File: config.mk
export PLATFORM = sky130hd
export DESIGN_NAME = lsu_axi_master_flat
export DESIGN_NICKNAME = d
export VERILOG_FILES = /design/src/rtl/lsu_axi_master_if.sv /design/src/rtl/lsu_axi_master.sv /design/src/flat_wrapper.sv
export SDC_FILE = /design/constraint.sdc
export NUM_CORES = 1
export LEC_CHECK = 0
export ABC_AREA = 1
export CAP_MARGIN = 30
export CORE_MARGIN = 1
export CORE_UTILIZATION = 44
export CTS_BUF_LIST = sky130_fd_sc_hd__clkbuf_8
export CTS_CLUSTER_DIAMETER = 50
export DETAILED_ROUTE_END_ITERATION = 10
export GPL_TIMING_DRIVEN = 0
export PLACE_DENSITY = 0.89
export SLEW_MARGIN = 40
export SYNTH_ARGS = -nofsm -noshare
export SYNTH_HDL_FRONTEND = slang
export SYNTH_SLANG_ARGS = --single-unit
File: constraint.sdc
create_clock -name clk -period 6.1 [get_ports clk]
set_input_delay 1.22 -clock clk [delete_from_list [all_inputs] [get_ports clk]]
set_output_delay 1.22 -clock clk [all_outputs]
set_load 0.05 [all_outputs]
File: src/rtl/lsu_axi_master_if.sv
// AXI4-lite master/slave bundle (no response codes) between the LSU bridge and the memory slaves.
interface lsu_axi_master_if;
    logic        awvalid;
    logic        awready;
    logic [31:0] awaddr;
    logic [2:0]  awprot;
    logic        wvalid;
    logic        wready;
    logic [31:0] wdata;
    logic [3:0]  wstrb;
    logic        bvalid;
    logic        bready;
    logic        arvalid;
    logic        arready;
    logic [31:0] araddr;
    logic [2:0]  arprot;
    logic        rvalid;
    logic        rready;
    logic [31:0] rdata;

    modport master (
        output awvalid, awaddr, awprot, wvalid, wdata, wstrb, bready,
               arvalid, araddr, arprot, rready,
        input  awready, wready, bvalid, arready, rvalid, rdata
    );

    modport slave (
        input  awvalid, awaddr, awprot, wvalid, wdata, wstrb, bready,
               arvalid, araddr, arprot, rready,
        output awready, wready, bvalid, arready, rvalid, rdata
    );
endinterface

File: src/rtl/lsu_axi_master.sv
// Bridges the core's single-outstanding load/store port onto AXI4-lite, one transaction in flight.
//
// state | meaning
// IDLE  | waiting for a core request (req_ready high)
// WR    | AW and W presented; each valid drops independently on its handshake
// WRESP | both write channels done, bready high, waiting for B
// RD_A  | AR presented, waiting for arready
// RD_D  | rready high, waiting for R
// RSP   | response held on rsp_* until the core takes it
module lsu_axi_master #(
    parameter logic [2:0] PROT              = 3'b000,
    parameter bit         WDATA_ON_READ_RSP = 1'b0
) (
    input  logic        clk,
    input  logic        reset,
    input  logic        req_valid,
    output logic        req_ready,
    input  logic        req_we,
    input  logic [31:0] req_addr,
    input  logic [31:0] req_wdata,
    input  logic [3:0]  req_wstrb,
    output logic        rsp_valid,
    input  logic        rsp_ready,
    output logic [31:0] rsp_rdata,
    lsu_axi_master_if.master axi
);

    typedef enum logic [2:0] {IDLE, WR, WRESP, RD_A, RD_D, RSP} state_t;

    state_t      state;
    logic [31:0] addr_q;
    logic [31:0] wdata_q;
    logic [3:0]  wstrb_q;
    logic        awvalid_q;
    logic        wvalid_q;
    logic        bready_q;
    logic        arvalid_q;
    logic        rready_q;
    logic        rsp_valid_q;
    logic [31:0] rsp_rdata_q;
    logic        aw_done;
    logic        w_done;

    logic aw_hs;
    logic w_hs;

    assign aw_hs = awvalid_q & axi.awready;
    assign w_hs  = wvalid_q & axi.wready;

    assign req_ready   = (state == IDLE) & ~reset;
    assign rsp_valid   = rsp_valid_q;
    assign rsp_rdata   = rsp_rdata_q;

    assign axi.awvalid = awvalid_q;
    assign axi.awaddr  = addr_q;
    assign axi.awprot  = PROT;
    assign axi.wvalid  = wvalid_q;
    assign axi.wdata   = wdata_q;
    assign axi.wstrb   = wstrb_q;
    assign axi.bready  = bready_q;
    assign axi.arvalid = arvalid_q;
    assign axi.araddr  = addr_q;
    assign axi.arprot  = PROT;
    assign axi.rready  = rready_q;

    always_ff @(posedge clk or posedge reset) begin
        if (reset) begin
            state       <= IDLE;
            addr_q      <= '0;
            wdata_q     <= '0;
            wstrb_q     <= '0;
            awvalid_q   <= 1'b0;
            wvalid_q    <= 1'b0;
            bready_q    <= 1'b0;
            arvalid_q   <= 1'b0;
            rready_q    <= 1'b0;
            rsp_valid_q <= 1'b0;
            rsp_rdata_q <= '0;
            aw_done     <= 1'b0;
            w_done      <= 1'b0;
        end else begin
            case (state)
                IDLE: begin
                    if (req_valid) begin
                        addr_q <= req_addr;
                        if (req_we) begin
                            wdata_q   <= req_wdata;
                            wstrb_q   <= req_wstrb;
                            awvalid_q <= 1'b1;
                            wvalid_q  <= 1'b1;
                            aw_done   <= 1'b0;
                            w_done    <= 1'b0;
                            state     <= WR;
                        end else begin
                            arvalid_q <= 1'b1;
                            state     <= RD_A;
                        end
                    end
                end
                WR: begin
                    if (aw_hs) begin
                        awvalid_q <= 1'b0;
                        aw_done   <= 1'b1;
                    end
                    if (w_hs) begin
                        wvalid_q <= 1'b0;
                        w_done   <= 1'b1;
                    end
                    // Done flags cover the earlier channel, live handshakes the one finishing now.
                    if ((aw_done | aw_hs) & (w_done | w_hs)) begin
                        bready_q <= 1'b1;
                        state    <= WRESP;
                    end
                end
                WRESP: begin
                    if (axi.bvalid & bready_q) begin
                        bready_q    <= 1'b0;
                        rsp_valid_q <= 1'b1;
                        rsp_rdata_q <= WDATA_ON_READ_RSP ? wdata_q : 32'h0;
                        state       <= RSP;
                    end
                end
                RD_A: begin
                    if (arvalid_q & axi.arready) begin
                        arvalid_q <= 1'b0;
                        rready_q  <= 1'b1;
                        state     <= RD_D;
                    end
                end
                RD_D: begin
                    if (axi.rvalid & rready_q) begin
                        rready_q    <= 1'b0;
                        rsp_valid_q <= 1'b1;
                        rsp_rdata_q <= axi.rdata;
                        state       <= RSP;
                    end
                end
                RSP: begin
                    if (rsp_ready) begin
                        rsp_valid_q <= 1'b0;
                        state       <= IDLE;
                    end
                end
                default: state <= IDLE;
            endcase
        end
    end

`ifndef SYNTHESIS
    // A response arriving while not waiting for it is a slave protocol error.
    bvalid_only_in_wresp: assert property (@(posedge clk) disable iff (reset)
        axi.bvalid |-> (state == WRESP));
    rvalid_only_in_rd_d: assert property (@(posedge clk) disable iff (reset)
        axi.rvalid |-> (state == RD_D));
`endif

endmodule

File: src/flat_wrapper.sv
// flat-port wrapper written by rule: the top's interface ports become plain ports
module lsu_axi_master_flat 
#(
    parameter logic [2:0] PROT              = 3'b000,
    parameter bit         WDATA_ON_READ_RSP = 1'b0
)
  (clk, reset, req_valid, req_ready, req_we, req_addr, req_wdata, req_wstrb, rsp_valid, rsp_ready, rsp_rdata, axi_awvalid, axi_awaddr, axi_awprot, axi_wvalid, axi_wdata, axi_wstrb, axi_bready, axi_arvalid, axi_araddr, axi_arprot, axi_rready, axi_awready, axi_wready, axi_bvalid, axi_arready, axi_rvalid, axi_rdata);
  lsu_axi_master_if axi_i ();
  input  logic clk;
  input  logic reset;
  input  logic req_valid;
  output logic req_ready;
  input  logic req_we;
  input  logic [31:0] req_addr;
  input  logic [31:0] req_wdata;
  input  logic [3:0] req_wstrb;
  output logic rsp_valid;
  input  logic rsp_ready;
  output logic [31:0] rsp_rdata;
  output wire logic [$bits(axi_i.awvalid)-1:0] axi_awvalid;
  output wire logic [$bits(axi_i.awaddr)-1:0] axi_awaddr;
  output wire logic [$bits(axi_i.awprot)-1:0] axi_awprot;
  output wire logic [$bits(axi_i.wvalid)-1:0] axi_wvalid;
  output wire logic [$bits(axi_i.wdata)-1:0] axi_wdata;
  output wire logic [$bits(axi_i.wstrb)-1:0] axi_wstrb;
  output wire logic [$bits(axi_i.bready)-1:0] axi_bready;
  output wire logic [$bits(axi_i.arvalid)-1:0] axi_arvalid;
  output wire logic [$bits(axi_i.araddr)-1:0] axi_araddr;
  output wire logic [$bits(axi_i.arprot)-1:0] axi_arprot;
  output wire logic [$bits(axi_i.rready)-1:0] axi_rready;
  input wire logic [$bits(axi_i.awready)-1:0] axi_awready;
  input wire logic [$bits(axi_i.wready)-1:0] axi_wready;
  input wire logic [$bits(axi_i.bvalid)-1:0] axi_bvalid;
  input wire logic [$bits(axi_i.arready)-1:0] axi_arready;
  input wire logic [$bits(axi_i.rvalid)-1:0] axi_rvalid;
  input wire logic [$bits(axi_i.rdata)-1:0] axi_rdata;
  assign axi_awvalid = axi_i.awvalid;
  assign axi_awaddr = axi_i.awaddr;
  assign axi_awprot = axi_i.awprot;
  assign axi_wvalid = axi_i.wvalid;
  assign axi_wdata = axi_i.wdata;
  assign axi_wstrb = axi_i.wstrb;
  assign axi_bready = axi_i.bready;
  assign axi_arvalid = axi_i.arvalid;
  assign axi_araddr = axi_i.araddr;
  assign axi_arprot = axi_i.arprot;
  assign axi_rready = axi_i.rready;
  assign axi_i.awready = axi_awready;
  assign axi_i.wready = axi_wready;
  assign axi_i.bvalid = axi_bvalid;
  assign axi_i.arready = axi_arready;
  assign axi_i.rvalid = axi_rvalid;
  assign axi_i.rdata = axi_rdata;
  lsu_axi_master #(.PROT(PROT), .WDATA_ON_READ_RSP(WDATA_ON_READ_RSP)) u_core (.clk(clk), .reset(reset), .req_valid(req_valid), .req_ready(req_ready), .req_we(req_we), .req_addr(req_addr), .req_wdata(req_wdata), .req_wstrb(req_wstrb), .rsp_valid(rsp_valid), .rsp_ready(rsp_ready), .rsp_rdata(rsp_rdata), .axi(axi_i));
endmodule
# --- After elaboration in Yosys (flattened, before gate mapping) ---
# Index checks and enable logic that the tools add are counted.
classes:
  eq_ne: 15
  n_mux: 37
  n_bitwise: 10
  reduce_logical: 17
op_table:
  columns: ["cell", "count"]
  rows:
  - ["2-to-1 mux 32 bit", 2]
  - ["case mux 32 bit (2 select lines)", 1]
  - ["2-to-1 mux 1 bit", 18]
  - ["2-to-1 mux 3 bit", 6]
  - ["case mux 3 bit (6 select lines)", 1]
  - ["AND reduction 4 bit", 4]
  - ["case mux 1 bit (2 select lines)", 7]
  - ["!= test 2 x 1 -> 1 bit, second input constant", 6]
  - ["AND reduction 3 bit", 4]
  - ["nonzero test 2 bit", 5]
  - ["!= test 2 bit, second input constant", 4]
  - ["AND 1 bit", 7]
  - ["== test 3 x 2 -> 1 bit, second input constant", 2]
  - ["== test 3 bit, second input constant", 2]
  - ["AND reduction 6 bit", 1]
  - ["== test 3 x 1 -> 1 bit, second input constant", 1]
  - ["logical NOT 3 bit", 1]
  - ["case mux 1 bit (3 select lines)", 1]
  - ["nonzero test 3 bit", 1]
  - ["2-to-1 mux 2 bit", 1]
  - ["bitwise OR 1 bit", 2]
  - ["AND reduction 2 bit", 1]
  - ["NOT 1 bit", 1]
word_totals:
  regBits: 111
  output_inout_bits: 145

# --- Depth between registers and ports, before layout ---
# Gate-level depths: netlist of the first run.
logic_depth:
  word_depth: 5
  mapped_depth: 10
  ltp_nobuf: 9

# --- Least setup slack after synthesis of the first run ---
# No wires, ideal clock.
synth_path:
  kind: "input -> output"
  startpoint: "input port reset"
  endpoint: "output port req_ready"
  arrival_ns: 1.874
  required_time_ns: 4.880
  slack_ns: 3.006
  path_stages: 1
  cell_sequence: "nor2_1"
synth_between:
  elab_chain_len: 2
synth_rtl:
  columns: ["element", "line_no", "rtl"]
  rows:
  - ["from (decl)", "flat_wrapper.sv:10", "input logic reset;"]
  - ["NOT 1 bit", "lsu_axi_master.sv:50", "assign req_ready = (state == IDLE) & ~reset;"]
  - ["AND 1 bit", "lsu_axi_master.sv:50", null]
  - ["to (decl)", "flat_wrapper.sv:12", "output logic req_ready;"]
# Every way passes these cells.

# --- Final worst setup path of the first run ---
# Same ends and word-level chain as after synthesis.

==> results.cfg, run 1 <==
[power_and_ir_drop]
swShare = 0.515
pwr-share-clk = 0.105
total_power_mw = 4.98
pwr-share-seq = 0.254
netSwitchingPower_mw = 2.57
p_leak_nw = 3.92
power_density_nw_per_um2 = 644
internal_power_mw = 2.41
comb_power_share = 0.641
ir_drop_mv = 0.445

[floorplan]
core_area_um2 = 10400
rows = 37
die_area_um2 = 11300
die_h_um = 106
top_level_ports = 255
die_x_um = 106
start_util = 0.460

[sta]
period_share = 0.663
finalSetupViolations = 0
worstMarginPinSlew_ns = 0.553
slew_headroom = 0.630
final_hold_viol_count = 0
fmax_ghz = 0.247
setup_ws_ns = 2.06
period_needed_ns = 4.04
clock_skew_ns = 0.0129
finalSetupTns_ns = 0
maxSlewViolCount = 0
rsz0062_at_grt = no
holdWs_ns = 0.479

[finish]
fin_util = 0.742
antenna_cells = 0
layout_common_cells = nand2_1 (333), clkdlybuf4s50_1 (248), dfrtp_1 (111), buf_4 (39)
drive_above_1_share = 0.109
nets = 936
syn2layout_area_growth_pct = 61.4
final_common_cell = nand2_1

[drt]
wirelength_um = 13500
routedWlPerCell_um = 14.0
firstDrtPassIters = 6
vias = 4478
drc = 0
vias_per_cell = 4.64
drtAntennaViolNets = 0
drt_iter0_markers = 215

[grt]
grt_overflow = 0
track_usage = 0.245
grt_max_degree = 58
grt_pass1_wl_um = 21600
grt_pass1_vias = 4648
antenna_found_initial = 0

[placement]
place_hpwl_um = 10500
place_ws_ns = 2.06
place.gp.congestion = 0.816
io_buffers = 248

[yosys]
syn-mean-instance-area_um2 = 8.53
ys.warnings.count = 0
synth_edf_count = 0
seq_area_frac_synth = 0.580
synth_ff_type = dfrtp_1
netlist-cell-type-count = 22
ys_ff_latch = 111
syn-instance-count = 561
syn_area_um2 = 4790
async_flop_share = 1.00

[setup_path]
path_class = input pin to primary output
cp-start-kind = input pin
critPathMaxFanout = 2
cp_cell_sequence = clkdlybuf4s50_1 -> nor2_1 -> clkdlybuf4s50_1
max_stage_delay_ns = 0.84
crit_family = buffers and inverters
crit_buf_inv = 2
crit_required_ns = 4.88
critPathSlowestCell = clkdlybuf4s50_1
cpMostUsedCell = clkdlybuf4s50_1
endpoint_kind = primary output
worstPathArrival_ns = 2.82

[clocking]
clock-sinks = 111
cts.path.max_buffers = 2
hold_buffers = 0
tritoncts = yes
h-tree-depth = 3
cts_root_buffer = clkbuf_8
cts_inserted_buffers = 9
post_cts_buffers = 0
insertion_delay_ns = 0.37
post_cts_resized = 0
clk_pin_slew_worst_paths_ns = 0.10

[job]
cap_viol_max_count = 0

[status]
status = complete, no violations

[hold_path]
hp-class = flip-flop to flip-flop
-- synthesized netlist by cell type, types with 2 or more instances --
| cell | count | area share |
|---|---|---|
| inv_1 | 13 | 0.010 |
| buf_4 | 39 | 0.061 |
| a21oi_1 | 5 | 0.0052 |
| o21ai_0 | 4 | 0.0042 |
| buf_6 | 6 | 0.014 |
| inv_2 | 5 | 0.0039 |
| nor2_1 | 10 | 0.0078 |
| dfrtp_1 | 111 | 0.58 |
| nand2_2 | 2 | 0.0026 |
| nand2_1 | 333 | 0.26 |
| nor2_4 | 2 | 0.0047 |
| nand2_4 | 2 | 0.0047 |
| clkbuf_8 | 2 | 0.0058 |
| nand3_1 | 8 | 0.0084 |
| buf_2 | 12 | 0.013 |
-- final cells by class --
| cell class | count | area (um2) |
|---|---|---|
| clock inverter | 4 | 95.1 |
| tap | 136 | 170 |
| sequential | 111 | 2780 |
| clock buffer | 10 | 138 |
| inverter | 18 | 75.1 |
| multi-input combinational | 378 | 1510 |
| timing repair buffer | 249 | 2510 |
| buffer | 59 | 448 |
| fill | 733 | 2690 |
-- power by group through the flow --
| stage | clock network, mW | logic (mW) | registers (mW) |
|---|---|---|---|
| after global routing | 0.554 | 3.37 | 1.30 |
| final | 0.520 | 3.19 | 1.27 |
| after floorplan | 0 | 1.12 | 2.28 |
| after detailed placement | 0 | 3.20 | 1.28 |
| after global placement | 0 | 3.14 | 1.26 |
| after CTS | 0.531 | 3.21 | 1.27 |
-- registers in the layout, indices dropped and copies added (netlist names), 3 cells and up --
signal	flops
u_core.axi.araddr	32
u_core.axi.wstrb	4
u_core.state	3
u_core.rsp_rdata	32
u_core.axi.wdata	32
-- metal layers --
layer,vias up,share of wire,global-route usage
met5,-,0,0
met4,0,0.032,0.123
met3,32,0.084,0.0619
met2,210,0.51,0.445
met1,2068,0.38,0.263
li1,2168,-,-
-- cells by family (layout without fill, tap and decap cells) --
| logic type | Yosys count | in the layout | share of synthesized area |
|---|---|---|---|
| flops | 111 | 111 | 0.580 |
| buf+inv | 77 | 340 | 0.108 |
| other cells | 1 | 6 | 0.000783 |
| compound gates | 12 | 12 | 0.0144 |
| simple gates | 360 | 360 | 0.297 |
-- tightest hold or removal path: cells and delay by family, from the launching register on --
family / cells / cell delay (ns)
flops: 1 / 0.36
simple gates: 2 / 0.09
-- worst paths after layout --
path	to	startpoint	depth (start not counted)	slack (ns)
max	req_ready	reset	3	2.06
min	u_core.axi.wdata[21]$_DFFE_PP0P_	u_core.axi.wdata[21]$_DFFE_PP0P_	2	0.48
max reg2reg	u_core.axi.araddr[14]$_DFFE_PP0P_	u_core.state[1]$_DFFE_PP0P_	7	4.46
min reg2reg	u_core.axi.wdata[21]$_DFFE_PP0P_	u_core.axi.wdata[21]$_DFFE_PP0P_	2	0.48
max in group asynchronous	u_core.axi.araddr[8]$_DFFE_PP0P_	reset	3	4.18
min in group asynchronous	u_core.axi.wdata[10]$_DFFE_PP0P_	reset	2	1.32
-- per-stage QoR --
step | instance area [um2] | std cells
CTS | 7730 | 965
finish | 7730 | 965
detailed placement | 7490 | 951
floorplan | 4810 | 566
global route | 7730 | 965
global placement | 7460 | 950
Note: power is estimated with default switching activity, not from simulation.
==> run 2: changes to the inputs <==
CORE_UTILIZATION = 37   (was 44)
PLACE_DENSITY = 0.79   (was 0.89)
clock period = 3.35 ns   (was 6.1 ns; I/O delays follow)
==> run 2 against run 1 <==
  * Clock power rose by 66%
  * Flip-flop and latch count did not move
  * Routed wire length fell by 4.6%
  * Register-to-register slack got worse by 2.7 ns
  * First-iteration DRC count fell by 36%
  * Clock-buffer cell count rose by 2
  * Sequential share of layout area fell by 0.49 points
  * Die area rose by 19%
  * Global-route usage fell by 5.0 points
  * Clock skew fell by 0.0050 ns
  * Via count fell by 3.5%
  * Critical path depth rose by 1
  * Critical endpoint unchanged
  * Largest cell class unchanged
==> results.cfg, run 2 (synthesis results as in run 1) <==
[job]
cap_viol_max_count = 0

[floorplan]
core_area_um2 = 12600
rows = 41
die_area_um2 = 13400
die_x_um = 116
die_h_um = 116
start_util = 0.379
top_level_ports = 255

[finish]
finalInstanceArea_um2 = 7830
nets = 940
fin_util = 0.621
antenna_cells = 0
layout_common_cells = nand2_1 (333), clkdlybuf4s50_1 (248), dfrtp_1 (111), buf_4 (39), clkbuf_8 (14)
final_common_cell = nand2_1
syn2layout_area_growth_pct = 63.6
drive_above_1_share = 0.115

[power_and_ir_drop]
power_density_nw_per_um2 = 1140
ir_drop_mv = 0.555
p_leak_nw = 3.94

[setup_path]
cp_cell_sequence = nor2_4 -> nand2_4 -> nor2_1 -> clkdlybuf4s50_1
path_class = flip-flop to primary output
worstSetupStartpoint = u_core.state[1]$_DFFE_PP0P_
max_stage_delay_ns = 0.80
r2r_cells = 8
r2r_setup_slack_ns = 1.77
critPathMaxFanout = 7
endpoint = req_ready
r2r_end = u_core.axi.wdata[9]$_DFFE_PP0P_
endpoint_kind = primary output
reg2reg_from = u_core.state[1]$_DFFE_PP0P_
crit_required_ns = 2.68
cp-start-kind = flip-flop
critPathSlowestCell = clkdlybuf4s50_1
worstPathArrival_ns = 2.06

[hold_path]
hp-class = flip-flop to flip-flop

[drt]
wirelength_um = 12900
vias_per_cell = 4.29
routedWlPerCell_um = 12.8
vias = 4321
drc = 0
firstDrtPassIters = 4
drtAntennaViolNets = 0
drt_iter0_markers = 137

[clocking]
cts.path.max_buffers = 2
hold_buffers = 0
tritoncts = yes
cts_inserted_buffers = 9
h-tree-depth = 3
clock-sinks = 111
clk_pin_slew_worst_paths_ns = 0.10
post_cts_buffers = 0
insertion_delay_ns = 0.37
cts_root_buffer = clkbuf_8
post_cts_resized = 0

[sta]
clock_skew_ns = 0.00787
finalSetupViolations = 0
finalSetupTns_ns = 0
slew_headroom = 0.628
maxSlewViolCount = 0
fmax_ghz = 0.366
period_share = 0.816
rsz0062_at_grt = no
setup_ws_ns = 0.616
final_hold_viol_count = 0
period_needed_ns = 2.73
worstMarginPinSlew_ns = 0.556

[grt]
grt_pass1_wl_um = 20300
grt_max_degree = 26
grt_overflow = 0
track_usage = 0.196
antenna_found_initial = 0
grt_pass1_vias = 4147

[status]
status = complete, no violations

[placement]
place_hpwl_um = 9920
place.gp.congestion = 0.770
place_area_um2 = 7620
place_ws_ns = 0.620
io_buffers = 248
run 2: cell type report:
type | instances | area (um2)
Buffer | 59 | 448
Inverter | 18 | 71.3
Multi-Input combinational cell | 378 | 1510
Tap cell | 172 | 215
Sequential cell | 111 | 2780
Clock buffer | 12 | 165
Clock inverter | 4 | 51.3
Fill cell | 1099 | 4790
Timing Repair Buffer | 253 | 2590
run 2: worst min-delay path by stage:
stage                                                 from                               end  slack (ns)  depth (start not counted)
after floorplan                 u_core.aw_done$_DFFE_PP0P_        u_core.aw_done$_DFFE_PP0P_        0.45                          2
after global placement    u_core.axi.wdata[24]$_DFFE_PP0P_  u_core.axi.wdata[24]$_DFFE_PP0P_        0.45                          2
after detailed placement  u_core.axi.wdata[21]$_DFFE_PP0P_  u_core.axi.wdata[21]$_DFFE_PP0P_        0.46                          2
after CTS                 u_core.axi.wdata[24]$_DFFE_PP0P_  u_core.axi.wdata[24]$_DFFE_PP0P_        0.48                          2
after global routing      u_core.axi.wdata[29]$_DFFE_PP0P_  u_core.axi.wdata[29]$_DFFE_PP0P_        0.49                          2
final                      u_core.axi.wstrb[0]$_DFFE_PP0P_   u_core.axi.wstrb[0]$_DFFE_PP0P_        0.48                          2
run 2: stage by stage:
stage	hold slack (ns)	instances	power, mW
2_1_floorplan	0.453	566	6.19
3_3_place_gp	0.452	986	8.04
3_5_place_dp	0.458	991	8.13
4_1_cts	0.483	1007	9.02
5_1_grt	0.495	1007	9.45
6_report	0.477	1007	8.94
run 2: power by group:
part           internal, mW  leakage (nW)  switching, mW
combinational          1.98          2.43           3.81
clock                 0.409         0.109          0.455
sequential             1.91          1.41          0.374
run 2: routing by layer:
metal	track usage	vias up	part of all wire	wire (um)
met5	0	-	0	0
met4	0.0692	0	0.017	213
met3	0.0565	14	0.090	1150
met2	0.339	164	0.49	6340
met1	0.232	1972	0.40	5150
li1	-	2171	-	-
run 2: critical path: cells and delay by family, from the launching register on:
family	cells	cell delay, ns
and+or+nand+nor	3	0.41
buffers and inverters	1	0.80
DFF	1	0.49
==> run 3: changes to the inputs <==
CORE_UTILIZATION = 41   (was 37)
PLACE_DENSITY = 0.83   (was 0.79)
clock period = 2.63 ns   (was 3.35 ns; I/O delays follow)
==> run 3 against run 2 <==
  * First-iteration DRC count is 84% higher
  * Via count is 2.9% higher
  * Clock power is 31% higher
  * Sequential share of layout area hardly changed
  * Cell count is 2.9% lower
  * Critical path depth is 2 lower
  * Global-route usage is 1.8 points higher
  * Combinational power is 28% higher
  * Setup slack worse by 0.21 ns
  * Register-to-register slack worse by 0.80 ns
  * Cell area is 0.13% lower
  * Largest cell class unchanged
==> results.cfg, run 3 (synthesis results as in run 1) <==
[setup_path]
path_class = flip-flop to primary output
worstPathArrival_ns = 1.70
critPathSlowestCell = clkdlybuf4s50_1
cp_cell_sequence = buf_4 -> clkdlybuf4s50_1
critPathMaxFanout = 3
crit_buf_inv = 2
endpoint_kind = primary output
crit_required_ns = 2.10
cp-start-kind = flip-flop
crit_family = buffers and inverters
max_stage_delay_ns = 0.78

[sta]
period_share = 0.845
clock_skew_ns = 0.00794
worstMarginPinSlew_ns = 0.540
rsz0062_at_grt = no
period_needed_ns = 2.22
finalSetupTns_ns = 0
final_hold_viol_count = 0
maxSlewViolCount = 0
fmax_ghz = 0.450
holdWs_ns = 0.480
slew_headroom = 0.639
finalSetupViolations = 0

[grt]
grt_pass1_vias = 4128
antenna_found_initial = 0
grt_max_degree = 27
track_usage = 0.214
grt_pass1_wl_um = 19800
grt_overflow = 0

[finish]
antenna_cells = 0
syn2layout_area_growth_pct = 63.4
final_common_cell = nand2_1
drive_above_1_share = 0.115
fillers = 882
finalInstanceArea_um2 = 7820
layout_common_cells = nand2_1 (333), clkdlybuf4s50_1 (247), dfrtp_1 (111), buf_4 (39)
nets = 940

[clocking]
cts_root_buffer = clkbuf_8
cts_inserted_buffers = 9
insertion_delay_ns = 0.37
cts.path.max_buffers = 2
post_cts_buffers = 0
clock-sinks = 111
clk_pin_slew_worst_paths_ns = 0.10
tritoncts = yes
hold_buffers = 0
h-tree-depth = 3
post_cts_resized = 0

[power_and_ir_drop]
ir_drop_mv = 1.36
power_density_nw_per_um2 = 1460
p_leak_nw = 3.96
total_power_mw = 11.4

[floorplan]
die_h_um = 110
top_level_ports = 255
rows = 39
core_area_um2 = 11400
start_util = 0.419
die_area_um2 = 12100
die_x_um = 110

[drt]
vias = 4448
vias_per_cell = 4.55
drtAntennaViolNets = 0
drc = 0
firstDrtPassIters = 6
routedWlPerCell_um = 13.3
wirelength_um = 13000
drt_iter0_markers = 252

[job]
cap_viol_max_count = 0

[placement]
place_area_um2 = 7600
place.gp.congestion = 0.800
io_buffers = 248
place_hpwl_um = 10200

[hold_path]
hp-class = flip-flop to flip-flop

[status]
status = complete, no violations
## run 3: cell types whose count changed in the layout (fill, tap and decap cells not counted)
| cell | delta |
|---|---|
| bufinv_16 | +1 |
| buf_12 | -1 |
| buf_16 | +2 |
| dlymetal6s2s_1 | +1 |
| clkdlybuf4s50_1 | -1 |
| clkbuf_8 | -3 |
| clkinvlp_4 | +2 |
| buf_8 | -1 |
## run 3: layout make-up
cell class	instances	area, um2	share of cell area
flip-flops and latches	111	2780	0.355
repair buffers	253	2620	0.334
multi-input cells	378	1510	0.193
plain buffers	59	448	0.0573
well taps	143	179	0.0229
clock buffers	9	124	0.0158
clock inverters	7	96.3	0.0123
inverters	18	71.3	0.00912
## run 3: worst register-to-register path: stages, from the launching register on
cell,delay [ns]
dfrtp_1,0.48
nor2_4,0.19
nand2_4,0.11
nor2_2,0.25
inv_1,0.17
buf_2,0.22
nand2_1,0.08
nand2_1,0.06
## run 3: routing by layer
metal  vias to the layer above  track usage  wire length, um
met3                        19       0.0447              923
met1                      2070        0.249             5030
met5                         -            0                0
met2                       182        0.379             6730
li1                       2177            -                -
met4                         0       0.0933              296
## run 3: where the power goes
part,leakage [nW],switching [mW],internal (mW),total [mW]
combinational,2.45,4.87,2.53,7.40
sequential,1.41,0.481,2.44,2.92
clock,0.102,0.590,0.538,1.13
## run 3: stage by stage
step | worst slack, ns | utilization | std cells
global route | 0.335 | 0.685 | 978
CTS | 0.0303 | 0.685 | 978
detailed placement | 0.191 | 0.666 | 962
finish | 0.406 | 0.685 | 978
global placement | -0.303 | 0.654 | 957
floorplan | 0.750 | - | 566
## run 3: path summary, 6_finish.rpt
kind                                                     to  depth (start not counted)  slack (ns)                             start
min reg2reg                u_core.axi.wdata[20]$_DFFE_PP0P_                          2        0.48  u_core.axi.wdata[20]$_DFFE_PP0P_
max in group asynchronous  u_core.rsp_rdata[13]$_DFFE_PP0P_                          4        1.53                             reset
min                        u_core.axi.wdata[20]$_DFFE_PP0P_                          2        0.48  u_core.axi.wdata[20]$_DFFE_PP0P_
min in group asynchronous  u_core.axi.araddr[5]$_DFFE_PP0P_                          2        0.51                             reset
max                                           axi_awaddr[5]                          2        0.41  u_core.axi.araddr[5]$_DFFE_PP0P_
max reg2reg                u_core.axi.araddr[5]$_DFFE_PP0P_                          7        0.97       u_core.state[1]$_DFFE_PP0P_
